==> config.mk <==
export PLATFORM = sky130hd
export DESIGN_NAME = enc_mask_stage
export DESIGN_NICKNAME = d
export VERILOG_FILES = /design/src/rtl/enc_pkg.sv /design/src/rtl/enc_skid_buf.sv /design/src/rtl/enc_mask_stage.sv
export SDC_FILE = /design/constraint.sdc
export NUM_CORES = 1
export LEC_CHECK = 0
export ABC_AREA = 1
export CORE_MARGIN = 1.5
export CORE_UTILIZATION = 51
export CTS_CLUSTER_DIAMETER = 150
export DETAILED_ROUTE_END_ITERATION = 8
export GPL_TIMING_DRIVEN = 1
export HOLD_SLACK_MARGIN = 0.15
export PLACE_DENSITY = 0.87
export SLEW_MARGIN = 25
export SYNTH_ARGS = -nofsm -noshare
export SYNTH_HDL_FRONTEND = slang
export SYNTH_SLANG_ARGS = --single-unit
==> constraint.sdc <==
create_clock -name clk -period 1.66 [get_ports clk]
set_input_delay 0.249 -clock clk [delete_from_list [all_inputs] [get_ports clk]]
set_output_delay 0.249 -clock clk [all_outputs]
set_load 0.03 [all_outputs]
==> src/rtl/enc_pkg.sv <==
// Shared types and the word transform used by the enc pipeline stages.
// The transform works on a fixed wide vector so one function serves every DATA_W up to ENC_MAX_W.
package enc_pkg;

   typedef enum logic [1:0] {
      ENC_BYPASS   = 2'b00,
      ENC_XOR      = 2'b01,
      ENC_ROTL_XOR = 2'b10,
      ENC_XOR_ROTR = 2'b11
   } enc_mode_t;

   localparam int unsigned ENC_MAX_W = 64;
   localparam logic [ENC_MAX_W-1:0] ENC_MASK_DEFAULT = {(ENC_MAX_W/2){2'b10}};

   function automatic logic [ENC_MAX_W-1:0] enc_width_keep(input int unsigned width);
      logic [ENC_MAX_W-1:0] keep;
      if (width >= ENC_MAX_W) begin
         keep = {ENC_MAX_W{1'b1}};
      end else begin
         keep = (ENC_MAX_W'(1) << width) - ENC_MAX_W'(1);
      end
      return keep;
   endfunction

   // Rotates are confined to the low 'width' bits; bits above are forced to zero.
   function automatic logic [ENC_MAX_W-1:0] enc_rotl(
      input logic [ENC_MAX_W-1:0] value,
      input int unsigned          rot,
      input int unsigned          width
   );
      logic [ENC_MAX_W-1:0] keep;
      logic [ENC_MAX_W-1:0] v;
      keep = enc_width_keep(width);
      v    = value & keep;
      return ((v << rot) | (v >> (width - rot))) & keep;
   endfunction

   function automatic logic [ENC_MAX_W-1:0] enc_rotr(
      input logic [ENC_MAX_W-1:0] value,
      input int unsigned          rot,
      input int unsigned          width
   );
      logic [ENC_MAX_W-1:0] keep;
      logic [ENC_MAX_W-1:0] v;
      keep = enc_width_keep(width);
      v    = value & keep;
      return ((v >> rot) | (v << (width - rot))) & keep;
   endfunction

   function automatic logic [ENC_MAX_W-1:0] enc_apply(
      input logic [ENC_MAX_W-1:0] data,
      input logic [ENC_MAX_W-1:0] mask,
      input enc_mode_t            mode,
      input int unsigned          rot,
      input int unsigned          width
   );
      logic [ENC_MAX_W-1:0] keep;
      logic [ENC_MAX_W-1:0] result;
      keep = enc_width_keep(width);
      case (mode)
         ENC_BYPASS:   result = data & keep;
         ENC_XOR:      result = (data ^ mask) & keep;
         ENC_ROTL_XOR: result = (enc_rotl(data, rot, width) ^ mask) & keep;
         ENC_XOR_ROTR: result = enc_rotr(data ^ mask, rot, width);
         default:      result = data & keep;
      endcase
      return result;
   endfunction

endpackage

==> src/rtl/enc_skid_buf.sv <==
// Two-entry skid buffer with a registered s_ready; the output register holds the head word.
// Generic over DATA_W so the earlier enc stages can reuse it unchanged.
module enc_skid_buf #(
   parameter int unsigned DATA_W = 16
) (
   input  logic              clk,
   input  logic              rst,
   input  logic              s_valid,
   output logic              s_ready,
   input  logic [DATA_W-1:0] s_data,
   output logic              m_valid,
   input  logic              m_ready,
   output logic [DATA_W-1:0] m_data
);

   logic              out_valid_q, out_valid_d;
   logic [DATA_W-1:0] out_data_q, out_data_d;
   logic              skid_valid_q, skid_valid_d;
   logic [DATA_W-1:0] skid_data_q, skid_data_d;
   logic              ready_q, ready_d;
   logic              accept;
   logic              deliver;

   assign accept  = s_valid & ready_q;
   assign deliver = out_valid_q & m_ready;

   // A full skid entry holds ready low, so a deliver that drains the skid never coincides with an accept.
   always_comb begin
      out_valid_d  = out_valid_q;
      out_data_d   = out_data_q;
      skid_valid_d = skid_valid_q;
      skid_data_d  = skid_data_q;
      if (deliver) begin
         if (skid_valid_q) begin
            out_data_d   = skid_data_q;
            skid_valid_d = 1'b0;
         end else if (accept) begin
            out_data_d = s_data;
         end else begin
            out_valid_d = 1'b0;
         end
      end else if (accept) begin
         if (!out_valid_q) begin
            out_valid_d = 1'b1;
            out_data_d  = s_data;
         end else begin
            skid_valid_d = 1'b1;
            skid_data_d  = s_data;
         end
      end
      ready_d = !skid_valid_d;
   end

   always_ff @(posedge clk) begin
      if (rst) begin
         out_valid_q  <= 1'b0;
         out_data_q   <= '0;
         skid_valid_q <= 1'b0;
         skid_data_q  <= '0;
         ready_q      <= 1'b0;
      end else begin
         out_valid_q  <= out_valid_d;
         out_data_q   <= out_data_d;
         skid_valid_q <= skid_valid_d;
         skid_data_q  <= skid_data_d;
         ready_q      <= ready_d;
      end
   end

   assign s_ready = ready_q;
   assign m_valid = out_valid_q;
   assign m_data  = out_data_q;

endmodule

==> src/rtl/enc_mask_stage.sv <==
// Final enc pipeline stage: runtime-loadable XOR mask with optional rotate, skid-buffered
// handshake and a wrap-around count of delivered words.
module enc_mask_stage
   import enc_pkg::*;
#(
   parameter int unsigned          DATA_W   = 16,
   parameter logic [DATA_W-1:0]    MASK_RST = DATA_W'(ENC_MASK_DEFAULT),
   parameter int unsigned          ROT_AMT  = 3,
   parameter int unsigned          CNT_W    = 16
) (
   input  logic              clk,
   input  logic              rst,
   input  logic              s_valid,
   output logic              s_ready,
   input  logic [DATA_W-1:0] s_data,
   output logic              m_valid,
   input  logic              m_ready,
   output logic [DATA_W-1:0] m_data,
   input  logic [1:0]        mode,
   input  logic [DATA_W-1:0] mask_in,
   input  logic              mask_load,
   input  logic              cnt_clr,
   output logic [CNT_W-1:0]  word_cnt
);

   logic [DATA_W-1:0] mask_q;
   logic [DATA_W-1:0] xf_data;
   logic [CNT_W-1:0]  cnt_q;
   logic              deliver;

   // The word is transformed before it enters the buffer, so later mode or mask changes cannot touch it.
   assign xf_data = DATA_W'(enc_apply(ENC_MAX_W'(s_data), ENC_MAX_W'(mask_q),
                                      enc_mode_t'(mode), ROT_AMT, DATA_W));

   always_ff @(posedge clk) begin
      if (rst) begin
         mask_q <= MASK_RST;
      end else if (mask_load) begin
         mask_q <= mask_in;
      end
   end

   enc_skid_buf #(
      .DATA_W (DATA_W)
   ) u_skid (
      .clk     (clk),
      .rst     (rst),
      .s_valid (s_valid),
      .s_ready (s_ready),
      .s_data  (xf_data),
      .m_valid (m_valid),
      .m_ready (m_ready),
      .m_data  (m_data)
   );

   assign deliver = m_valid & m_ready;

   // Clear takes priority over a same-cycle deliver.
   always_ff @(posedge clk) begin
      if (rst) begin
         cnt_q <= '0;
      end else if (cnt_clr) begin
         cnt_q <= '0;
      end else if (deliver) begin
         cnt_q <= cnt_q + CNT_W'(1);
      end
   end

   assign word_cnt = cnt_q;

endmodule

Word level (Yosys, flattened, before mapping) --
Index checks and enable logic that the tools add are counted.
Cells by class: add/subtract/negate cells 1, equality and inequality tests 6, muxes and demuxes 15, bitwise logic cells 11, reductions and logical operators 8
Operators by type and width (number):
- 2-to-1 mux 16 bit | 5
- one-hot mux 16 bit (4 select lines) | 1
- bitwise AND 16 bit | 2
- OR 16 bit | 2
- XOR 16 bit | 2
- bitwise AND 16 x 29 -> 29 bit | 1
- 2-to-1 mux 29 bit | 1
- bitwise AND 16 x 19 -> 19 bit | 1
- 2-to-1 mux 19 bit | 1
- adder 16 x 1 -> 16 bit, second input constant | 1
- AND reduction 3 bit | 3
- 2-to-1 mux 1 bit | 7
- != test 2 bit, second input constant | 3
- == test 2 bit, second input constant | 2
- nonzero test 2 bit | 2
- bitwise AND 1 bit | 2
- == test 2 x 1 -> 1 bit, second input constant | 1
- logical NOT 2 bit | 1
- OR reduction 2 bit | 1
- logical NOT 1 bit | 1
- NOT 1 bit | 1
Storage, ports and cells: flip-flop bits (word level) 67, input bits 40, output and inout port bits 34, word-level logic and storage cells 48

Depth between registers and ports, before layout --
Gate-level depths: netlist (run 1).
depth after elaboration 10, mapped depth 8, gate-level depth less buffers 8

By module --
A second synthesis (run 1) with hierarchy kept.
Second synthesis, totals: cell total of the unflattened synthesis 560, area, all modules 3756.1 µm²
Modules (own cells, without submodules):
- enc_mask_stage | times used 1, cells an instance 314, area an instance 2062.0 µm², seq. area each 640.6 µm²
- enc_skid_buf | times used 1, cells an instance 246, area an instance 1694.1 µm², seq. area each 700.7 µm²

Worst setup path before layout (run 1) --
Ideal clock, no wire load.
kind reg-to-reg, from register cnt_q[1] (netlist: word_cnt[1]), to register cnt_q[10] (netlist: word_cnt[10]), library setup time 116 ps, arrival 1461 ps, required time 1544 ps, slack 83 ps, cell stages (with the launch flop) 9, buffers on the path 0, clock period less this slack 1577 ps, cell sequence dfxtp_1 -> ha_1 -> nand2_1 -> nor2_1 -> nand2_1 -> nor2_1 -> nand3_1 -> o21ai_0 -> nor2_1
Between the ends: word-level cells in the longest chain between the ends 1
RTL lines:
- start: declaration | RTL line enc_mask_stage.sv:28 | logic [CNT_W-1:0] cnt_q;
- start signal: assignment | RTL line enc_mask_stage.sv:65 | cnt_q <= cnt_q + CNT_W'(1);
- adder 16 x 1 -> 16 bit | RTL line enc_mask_stage.sv:65
Every way passes these cells. A chain may end at the register's enable or synchronous reset.

Worst setup path after layout (run 1) --
from register u_skid.out_data_q[2] (netlist: u_skid.m_data[2]), to output port m_data[2]
RTL lines:
- start: declaration | RTL line enc_skid_buf.sv:17 | logic [DATA_W-1:0] out_data_q, out_data_d;
- start signal: assignment | RTL line enc_skid_buf.sv:63 | out_data_q <= out_data_d;
- end: declaration | RTL line enc_mask_stage.sv:18 | output logic [DATA_W-1:0] m_data,
No word-level cell between the ends.

==> results.sh, run 1 <==
export IMPL_outcome="finished with violations"
export IMPL_failed_checks="DRC"
export IMPL_ys_async_sr_fraction_pct=0
export IMPL_register_area_um2=1340
export IMPL_min_from="mask_in[11]"
export IMPL_ys_dominant_reg_cell="dfxtp_1"
export IMPL_cp_max_fo=2
export IMPL_synth_area_leaders="dfxtp_1, nand2_1, a21oi_1"
export IMPL_drt_iter0_markers=253
export IMPL_htree_levels=3
export IMPL_grt_ovfl_total=0
export IMPL_n_antenna_cell=0
export IMPL_period_needed_ns=1.63
export IMPL_placeableCoreArea_um2=6460
export IMPL_routabilityCongestion=0.885
export IMPL_wirelength_um=9860
export IMPL_clkSlewWorstSetupHoldPaths_ns=0.07
export IMPL_ys_warn_count=0
export IMPL_dr_pass1_iters=8
export IMPL_hold_violations=0
export IMPL_ys_types=26
export IMPL_place_inst=675
export IMPL_cts_root_buf="clkbuf_8"
export IMPL_numCtsBuffers=9
export IMPL_avgViaCountPerCell=5.69
export IMPL_min_period_over_period_pct=98.0
export IMPL_clk_latency_ns=0.35
export IMPL_fp_row_count=29
export IMPL_critPathBufInv=1
export IMPL_endpoint_kind="output pin"
export IMPL_synthToLayoutAreaGrowth_pct=33.0
export IMPL_p_per_area_nw_per_um2=803
export IMPL_die_x_um=85.2
export IMPL_cts_max_path_buffers=2
export IMPL_post_dp_hpwl_um=7150
export IMPL_n_fill_cell=525
export IMPL_synth_top_area_share_pct=38.9
export IMPL_r2r_start="word_cnt[1]"
export IMPL_pin_count=74
export IMPL_tightest_slew_ns=0.610
export IMPL_multi_input_area_um2=1810
export IMPL_dieArea_um2=7270
export IMPL_crit_slowest_cell="clkdlybuf4s50_1"
export IMPL_fin_cells=691
export IMPL_start_util_pct=53.4
export IMPL_peakVddDrop_v=0.000573
export IMPL_cap_violations=0
export IMPL_chipHeight_um=85.2
export IMPL_syn_area_per_cell_um2=6.58
export IMPL_cts_setup_buffers=0
export IMPL_arrival_ns=1.38
export IMPL_io_buffers=73
export IMPL_p_leak_nw=2.23
export IMPL_critical_path_class="reg -> out"
export IMPL_slew_violations=0
export IMPL_setup_tns_final_ns=0
export IMPL_ys_seq_area_share_pct=38.9
export IMPL_hold_depth=3
export IMPL_ant_nets=0
export IMPL_cts_tree="built"
export IMPL_synth_area_um2=3450
export IMPL_ff2ff_path_depth=8
export IMPL_synthesis_nets=565
export IMPL_drc_errors=6
export IMPL_first_global_vias=3823
export IMPL_skew_ns=0.00872
export IMPL_routedWlPerCell_um=14.3
export IMPL_worst_ep_required_time_ns=1.41
export IMPL_fmax_mhz=615
export IMPL_timing_critical_path_cells="clkdlybuf4s50_1"
export IMPL_hold_class="in -> reg"
export IMPL_synth_seq_cells=67
export IMPL_drive_gt1_share_pct=8.79
export IMPL_hold_buffers=0
export IMPL_crit_path_max_incr_delay_ns=0.69
export IMPL_cts_sinks=67
export IMPL_grt_pass1_wl_um=16700
export IMPL_num_vias=3935
export IMPL_rsz0062_at_grt="true"
export IMPL_startpoint_type="flop"
export IMPL_synth_edff_count=0
export IMPL_track_usage_pct=28.9
export IMPL_nets=650
export IMPL_cp_top_family="buffers and inverters"
export IMPL_grt_antenna_before_repair=0
export IMPL_synthesis_instances=524
export IMPL_grt_max_degree=36
export IMPL_yosysTopAreaCell="dfxtp_1"
export IMPL_rrSetupSlack_ns=0.18
export IMPL_setup_viol=0
export IMPL_r2r_end="word_cnt[10]"
export IMPL_slew_headroom_pct=59.3
export IMPL_whs_endpoint="mask_q[11]"
export IMPL_power_total_mw=3.69
==> layer usage <==
layer / routed length (µm) / GRT usage, % / vias up
met5: 0 / 0 / -
met4: 297 / 15.4 / 0
met3: 634 / 7.88 / 35
met2: 5100 / 51.2 / 175
met1: 3830 / 31.4 / 1820
li1: - / - / 1905
==> synthesized netlist by cell type, types with 2 or more instances <==
cell	instances
a21oi_1	58
buf_2	6
buf_4	4
clkbuf_1	8
dfxtp_1	67
inv_1	52
inv_2	5
nand2_1	122
nand3_1	53
nand3_4	2
nand4_1	18
nor2_1	52
nor2_2	2
nor2_4	5
nor3_1	5
o21ai_0	55
==> cell usage in the layout (no fill, tap or decap) <==
cell             synthesis  routed
nand3b_1                 1       1
ha_1                     1       1
nand3_1                 53      53
nor3_1                   5       4
clkdlybuf4s50_1          0      45
clkinvlp_4               0       1
buf_4                    4      16
nor2_1                  52      50
nand3_2                  1       1
o211ai_1                 1       1
inv_2                    5       5
nor3_2                   0       1
bufinv_16                0       1
clkinv_2                 0       3
nand3_4                  2       2
nor3b_1                  1       1
a21oi_1                 58      58
dfxtp_1                 67      67
dlymetal6s2s_1           0      10
inv_1                   52      52
nand2_4                  1       1
nand4_1                 18      18
o21ai_0                 55      54
dlygate4sd2_1            0      18
buf_12                   0       4
clkbuf_8                 0      10
and3_1                   1       1
o21ai_1                  1       2
clkbuf_1                 8       1
nand2_1                122     122
a21o_1                   1       1
nor2_4                   5       5
nor2_2                   2       4
==> cells by family after synthesis <==
kind of cell,after synthesis,share of synthesized area [%]
AND/OR/NAND/NOR,264,34.9
buffers and inverters,76,8.92
adder cells (fa/ha/maj),1,0.363
flip-flops,67,38.9
AO/OA/AOI/OAI,116,17.0
==> state kept, by name (all words and copies together) (netlist names) <==
signal and count:
mask_q 16, u_skid.m_data 16, u_skid.skid_data_q 16, word_cnt 16, u_skid.m_valid 1, u_skid.s_ready 1
u_skid.skid_valid_q 1
==> metrics by stage <==
step / setup slack, ns / utilization (%) / hold slack (ns) / cell area, µm²
3_5_place_dp: -0.158 / 67.9 / 0.486 / 4380
6_report: 0.0334 / 71.1 / 0.494 / 4590
3_3_place_gp: -0.116 / 67.9 / 0.477 / 4380
4_1_cts: 0.00428 / 70.5 / 0.488 / 4550
5_1_grt: -0.0134 / 71.1 / 0.502 / 4590
2_1_floorplan: 0.0830 / - / 0.371 / 3450
==> where the power goes <==
group          switching, mW  leakage [nW]  internal (mW)
sequential            0.0398         0.546           1.66
clock                  0.644        0.0991          0.727
combinational          0.359          1.58          0.252
==> layout make-up <==
type / instances / area share [%]
Multi-Input combinational cell: 381 / 39.4
Sequential cell: 67 / 29.2
Timing Repair Buffer: 93 / 20.3
Inverter: 57 / 4.66
Clock buffer: 11 / 3.08
Tap cell: 77 / 2.10
Clock inverter: 5 / 1.15
==> worst max-delay path by stage <==
stage	start	to	slack, ns	depth (start not counted)
global route	word_cnt[1]	word_cnt[10]	-0.01	8
global placement	mode[1]	u_skid.m_data[14]	-0.12	6
finish	u_skid.m_data[2]	m_data[2]	0.03	1
CTS	word_cnt[14]	word_cnt[14]	0.004	1
floorplan	word_cnt[1]	word_cnt[10]	0.08	8
detailed placement	mode[1]	u_skid.m_data[3]	-0.16	6
==> what timing repair did <==
item,4_1_cts,5_1_grt
endpoints found under the setup margin,18,13
gates cloned,0,0
endpoints found under the hold margin,0,0
gates resized for setup,18,14
Power figures use the tool's default switching activity.
==> run 2, diff against run 1 <==
CTS_CLUSTER_DIAMETER = 100   (was 150)
==> results of run 2 <==
Final layout, timing and power as in run 1 (identical DEF).
==> run 3, diff against run 2 <==
CORE_UTILIZATION = 55   (was 51)
PLACE_DENSITY = 0.92   (was 0.87)
SLEW_MARGIN = 10   (was 25)
clock period = 1.9 ns   (was 1.66 ns; I/O delays follow)
==> run 3 against run 2 <==
  * Register-to-register slack improved by 0.17 ns
  * Via count rose by 0.38%
  * The run now ends clean
  * Setup slack better by 0.052 ns
  * Total power down 4.4%
  * Core utilization rose by 5.1 points
==> results.sh, run 3 (same netlist as run 1, synthesis figures left out) <==
export IMPL_drive_gt1_share_pct=7.41
export IMPL_r2r_end="word_cnt[10]"
export IMPL_final_cell_mix="nand2_1, clkdlybuf4s50_1, dfxtp_1"
export IMPL_cts_setup_buffers=0
export IMPL_final_common_cell="nand2_1"
export IMPL_cts_max_path_buffers=2
export IMPL_clk_latency_ns=0.36
export IMPL_p_per_area_nw_per_um2=772
export IMPL_drc_errors=0
export IMPL_hold_buffers=0
export IMPL_seqPwrFrac_pct=42.3
export IMPL_period_needed_ns=1.81
export IMPL_cts_root_buf="clkbuf_8"
export IMPL_clkSlewWorstSetupHoldPaths_ns=0.08
export IMPL_crit_slowest_cell="clkdlybuf4s50_1"
export IMPL_hold_violations=0
export IMPL_grt_pass1_wl_um=15900
export IMPL_setup_viol=0
export IMPL_track_usage_pct=30.8
export IMPL_final_cell_area_um2=4560
export IMPL_drt_iter0_markers=363
export IMPL_min_from="mask_q[8]"
export IMPL_r2r_start="word_cnt[1]"
export IMPL_hold_depth=2
export IMPL_p_leak_nw=1.95
export IMPL_setup_tns_final_ns=0
export IMPL_endpoint_kind="output pin"
export IMPL_cts_resized=0
export IMPL_slew_violations=0
export IMPL_grt_antenna_before_repair=0
export IMPL_register_area_um2=1340
export IMPL_ant_nets=0
export IMPL_dr_pass1_iters=5
export IMPL_outcome="complete, no violations"
export IMPL_power_total_mw=3.52
export IMPL_grt_max_degree=37
export IMPL_startpoint_type="flop"
export IMPL_combPwrFrac_pct=15.3
export IMPL_grt_ovfl_total=0
export IMPL_hold_class="reg -> reg"
export IMPL_fmax_mhz=551
export IMPL_arrival_ns=1.53
export IMPL_whs_endpoint="mask_q[8]"
export IMPL_intPower_mw=2.56
export IMPL_cts_sinks=67
export IMPL_min_period_over_period_pct=95.5
export IMPL_rsz0062_at_grt="false"
export IMPL_swShare_pct=27.4
export IMPL_crit_path_max_incr_delay_ns=0.72
export IMPL_timing_critical_path_cells="clkdlybuf4s50_1"
export IMPL_routabilityCongestion=0.881
export IMPL_placed_cell_area_um2=4320
export IMPL_dieArea_um2=6760
export IMPL_n_antenna_cell=0
export IMPL_pin_count=74
export IMPL_cts_tree="built"
export IMPL_cap_violations=0
export IMPL_worst_ep_required_time_ns=1.62
export IMPL_n_fill_cell=479
export IMPL_nets=643
export IMPL_clock_power_share_pct=42.5
export IMPL_first_global_vias=3690
export IMPL_critPathBufInv=1
export IMPL_ff2ff_path_depth=8
export IMPL_fp_row_count=28
export IMPL_peakVddDrop_v=0.000674
export IMPL_start_util_pct=57.6
export IMPL_routedWlPerCell_um=14.7
export IMPL_htree_levels=3
export IMPL_wirelength_um=10000
export IMPL_chipHeight_um=82.2
export IMPL_io_buffers=73
export IMPL_cp_max_fo=5
export IMPL_avgViaCountPerCell=5.79
export IMPL_synthToLayoutAreaGrowth_pct=32.3
export IMPL_skew_ns=0.0134
export IMPL_die_x_um=82.2
export IMPL_placeableCoreArea_um2=5990
export IMPL_slew_headroom_pct=67.3
export IMPL_numCtsBuffers=9
export IMPL_multi_input_area_um2=1800
export IMPL_holdWs_ns=0.513
export IMPL_rrSetupSlack_ns=0.35
export IMPL_critical_path_class="reg -> out"
export IMPL_tightest_slew_ns=0.490
export IMPL_post_dp_hpwl_um=6990
export IMPL_cp_top_family="buffers and inverters"
export IMPL_switching_power_mw=0.966
export IMPL_num_vias=3950
[run 3: final cells by class]
type,instances,area share [%]
clock inverter,7,2.71
sequential,67,29.4
multi-input combinational,381,39.5
inverter,57,4.69
clock buffer,9,2.71
tap,75,2.06
timing repair buffer,86,19.0
[run 3: per-stage QoR]
step                std cells  worst slack, ns  utilization [%]
floorplan                 524            0.323                -
global placement          666            0.186             72.0
detailed placement        666            0.125             72.0
CTS                       682           0.0869             76.2
global route              682           0.0441             76.2
finish                    682           0.0853             76.2
[run 3: tightest hold or removal path: cells and delay by family (launching register included)]
kind                   cells  cell delay (ns)
flip-flops                 1             0.32
buffers and inverters      1             0.08
AO/OA/AOI/OAI              1             0.06
[run 3: worst max path at each step]
stage                   startpoint          endpoint  slack, ns  cells past startpoint
floorplan              word_cnt[1]      word_cnt[10]       0.32                      8
global route          word_cnt[11]      word_cnt[11]       0.04                      1
CTS                 u_skid.m_valid           m_valid       0.09                      1
detailed placement         m_ready      word_cnt[10]       0.13                      8
finish              u_skid.m_valid           m_valid       0.09                      1
global placement           mode[1]  u_skid.m_data[8]       0.19                      7
[run 3: power by group through the flow]
stage | clock (mW) | sequential [mW] | combinational [mW]
CTS | 1.50 | 1.49 | 0.531
global route | 1.57 | 1.49 | 0.586
detailed placement | 0 | 1.52 | 0.525
floorplan | 0 | 1.55 | 0.257
global placement | 0 | 1.52 | 0.509
finish | 1.50 | 1.49 | 0.539
[run 3: per-layer routing]
metal	track usage (%)	share of wire [%]	up-vias
met2	55.1	51	220
met3	7.14	7.3	52
met4	16.6	4.5	0
met1	33.2	37	1794
met5	0	0	-
li1	-	-	1884
